`src/rtl/tile_pkg.sv`:
```
// ---------------------------------------------------------------------------
// tile_pkg
// Shared definitions for the tile-map collision checker: map and playfield
// geometry, tile/address types, the empty-tile code and the checker FSM
// state encoding.
// ---------------------------------------------------------------------------
package tile_pkg;

    localparam int MAP_W      = 20;   // tile-map width in tiles
    localparam int MAP_H      = 15;   // tile-map height in tiles
    localparam int TILE_SHIFT = 5;    // log2 of tile size (32 px tiles)
    localparam int SCREEN_W   = MAP_W << TILE_SHIFT;  // 640 px
    localparam int SCREEN_H   = MAP_H << TILE_SHIFT;  // 480 px
    localparam int ADDR_W     = 9;    // covers MAP_W*MAP_H = 300 entries
    localparam int TILE_W     = 4;    // tile-type width
    localparam int POS_W      = 10;   // pixel coordinate / half-size width
    localparam int COORD_W    = POS_W + 1;  // one extra bit exposes under/overflow

    typedef logic [TILE_W-1:0]  tile_t;
    typedef logic [ADDR_W-1:0]  map_addr_t;
    typedef logic [COORD_W-1:0] coord_t;

    localparam tile_t TILE_EMPTY = 4'h0;

    typedef enum logic [2:0] {
        ST_IDLE  = 3'd0,
        ST_CALC  = 3'd1,
        ST_READ  = 3'd2,
        ST_DRAIN = 3'd3,
        ST_DONE  = 3'd4
    } state_t;

endpackage

```
`src/rtl/tile_addr_calc.sv`:
```
// ---------------------------------------------------------------------------
// tile_addr_calc
// Combinational mapping of one hitbox corner to its tile-map address.
//   x, y : 11-bit corner coordinate; values >= 1024 are wrapped negatives
//   addr : row*MAP_W + col, or 0 when the corner is off the playfield
//   oob  : corner lies outside the playfield
// ---------------------------------------------------------------------------
module tile_addr_calc
    import tile_pkg::*;
(
    input  coord_t    x,
    input  coord_t    y,
    output map_addr_t addr,
    output logic      oob
);

    logic [COORD_W-TILE_SHIFT-1:0] col;
    logic [COORD_W-TILE_SHIFT-1:0] row;
    map_addr_t                     row_ext;

    assign col     = x[COORD_W-1:TILE_SHIFT];
    assign row     = y[COORD_W-1:TILE_SHIFT];
    assign row_ext = map_addr_t'(row);

    // A wrapped negative coordinate has its top bit set, so it is >= 1024
    // and the single unsigned compare catches underflow as well as overflow.
    assign oob = (x >= coord_t'(SCREEN_W)) || (y >= coord_t'(SCREEN_H));

    // row*20 as a shift-add; an oob corner parks the read on address 0.
    assign addr = oob ? '0
                      : (row_ext << 4) + (row_ext << 2) + map_addr_t'(col);

endmodule

```
`config.mk`:
```
export PLATFORM = sky130hd
export DESIGN_NAME = tile_addr_calc
export DESIGN_NICKNAME = d
export VERILOG_FILES = /design/src/rtl/tile_pkg.sv /design/src/rtl/tile_addr_calc.sv
export SDC_FILE = /design/constraint.sdc
export NUM_CORES = 1
export LEC_CHECK = 0
export ABC_AREA = 1
export CAP_MARGIN = 0
export CORE_AREA = 2 2 39 41
export DETAILED_ROUTE_END_ITERATION = 16
export DIE_AREA = 0 0 41 43
export GPL_TIMING_DRIVEN = 0
export PLACE_DENSITY = 0.81
export REMOVE_ABC_BUFFERS = 1
export SYNTH_ARGS = -nofsm -noshare
export SYNTH_HDL_FRONTEND = slang
export SYNTH_SLANG_ARGS = --single-unit
```
`constraint.sdc`:
```
create_clock -name vclk -period 3.9
set_input_delay 1.17 -clock vclk [all_inputs]
set_output_delay 1.17 -clock vclk [all_outputs]
set_load 0.01 [all_outputs]
```
==> impl_metrics.yaml <==
status:
  status: "finished, violations left"
  violations: "negative setup slack"
worst_hold_path:
  hold_class: "in2out"
  hold_depth: 7
  holdCritStartpoint: "x[9]"
  hold_end: "addr[8]"
place:
  postPlaceCellArea_um2: 661
  hpwl_um: 917
  gp_congestion: 0.761
  io_buffer_count: 22
global_routing:
  grt_antenna_before_repair: 0
  grt_overflow: 0
  grt_max_degree: 10
  grt_pass1_wl_um: 2030
  grt_pass1_vias: 469
  track_usage: 0.162
die:
  chipWidth_um: 41
  io_pins: 32
  core_area_um2: 1380
  die_area_um2: 1760
  die_h_um: 43
  initial_utilization: 0.304
  rows: 14
finish:
  layout-drive-gt1-share: 0.430
  postLayoutCellArea_um2: 751
  syn_to_final_growth_pct: 78.6
  final_nets: 122
  finish.utilization: 0.542
  diodes: 0
  regArea_um2: 0
  nClkBuffers: 0
  nFlopsAndLatches: 0
sta:
  grt_setup_unrepaired: "yes"
  setup_tns_ns: -0.0576
  min_period_ns: 3.93
  fin_crit_sh: 1.01
  whs_ns: 2.90
  hold_viol_final: 0
  maxSlewHeadroom: 0.826
  slew_viol_final: 0
  finalSetupViolations: 2
  max_freq_ghz: 0.254
  fin_ws_ns: -0.0332
  tightest_slew_ns: 0.260
drt:
  viasPerCell: 4.65
  drt_iter0_drc: 7
  ant_nets: 0
  drc: 0
  vias: 474
  dr.pass1.iters: 4
  wl_per_cell_um: 12.5
  wl_um: 1280
pwr:
  combPwrFrac: 1.000
  powerDensity_nw_per_um2: 149
  clock_power_share: 0
  p_sw_frac: 0.511
  intPower_mw: 0.0548
  irDropWorstVdd_uv: 67.9
  pwr-share-seq: 0
  power_mw: 0.112
  power_leakage_nw: 0.356
  p_switching_mw: 0.0572
run:
  drv_cap: 0
worst_setup_path:
  arrival_ns: 2.76
  cp-end-kind: "output port"
  worst-setup-path-type: "in2out"
  startpoint_type: "primary input"
  cp.required_ns: 2.73
  crit_fanout: 2
yosys:
  syn-cell-area_um2: 420
  seq_area_frac_synth: 0
  ys.warnings.count: 0
  synth_area_per_cell_um2: 6.78
  synth_cells: 62
  synth_cell_types: 13
## stage by stage
stage	setup slack, ns	std cells
2_1_floorplan	0.142	62
3_3_place_gp	-0.914	100
3_5_place_dp	-0.957	100
4_1_cts	-0.0371	101
5_1_grt	-0.146	102
6_report	-0.0332	102
## final cells by class
class	instances	area, um^2
tap	16	20.0
timing repair buffer	24	190
inverter	15	58.8
fill	138	633
multi-input combinational	47	482
## critical path: stages
cell and delay [ns]:
buf_2 0.09, inv_2 0.04, fa_1 0.54, inv_1 0.06, ha_1 0.29, nand2_1 0.07, nand2_2 0.08, nand2_2 0.09
xor2_1 0.14, nor2_1 0.05, buf_2 0.14
## kinds of logic after synthesis
group           share of synthesized area
simple gates                        0.357
buf+inv                             0.134
compound gates                     0.0357
fa+ha+maj                           0.411
xor+xnor                           0.0625
## layout by cell type, fill, tap and decap left out, types with 2 or more instances in the layout
cell,netlist,final
nor2_1,14,14
inv_2,0,3
a21oi_1,3,3
ha_4,0,7
inv_1,15,11
xnor2_1,2,2
nand2_2,0,4
clkdlybuf4s50_1,0,7
nand2_1,8,4
buf_4,0,3
buf_2,0,8
dlygate4sd2_1,0,3
nand3_2,0,3
fa_1,3,2
## power by group through the flow
| stage | Clock [mW] | Sequential [mW] | Combinational [mW] |
|---|---|---|---|
| final | 0 | 0 | 0.112 |
| after global routing | 0 | 0 | 0.125 |
| after floorplan | 0 | 0 | 0.0528 |
| after detailed placement | 0 | 0 | 0.0852 |
| after CTS | 0 | 0 | 0.103 |
| after global placement | 0 | 0 | 0.0811 |
## layer usage
layer  wire, um  vias up  GRT usage
met5          0        -          0
met2        737       13      0.303
met3         38        2    0.00524
met4         28        0     0.0200
li1           -      241          -
met1        472      218      0.195
## how the worst max path moves through the flow
stage               start  endpoint  slack [ns]  cells after the start
floorplan            y[5]   addr[7]        0.14                      8
global placement     y[5]   addr[7]       -0.91                     10
detailed placement   y[5]   addr[7]       -0.96                     10
CTS                  y[7]   addr[6]       -0.04                     11
global route         y[7]   addr[6]       -0.15                     11
finish               x[9]   addr[6]       -0.03                     11
## cells in the mapped netlist
cell type | n | area [um^2]
nand2_1 | 8 | 30.0
nor2_1 | 14 | 52.6
nand3_1 | 3 | 15.0
nor3_2 | 1 | 10.0
xnor2_1 | 2 | 17.5
inv_1 | 15 | 56.3
fa_1 | 3 | 60.1
xor2_1 | 1 | 8.76
ha_1 | 9 | 113
nand4_1 | 1 | 6.26
nor3_4 | 1 | 16.3
nand3b_4 | 1 | 20.0
a21oi_1 | 3 | 15.0
## timing repair
item,in CTS,in global routing
pin swaps,12,7
resized for setup,66,8
endpoints found under the setup margin,9,5
buffers inserted,1,1
hold buffers,0,0
Power figures use the tool's default switching activity.
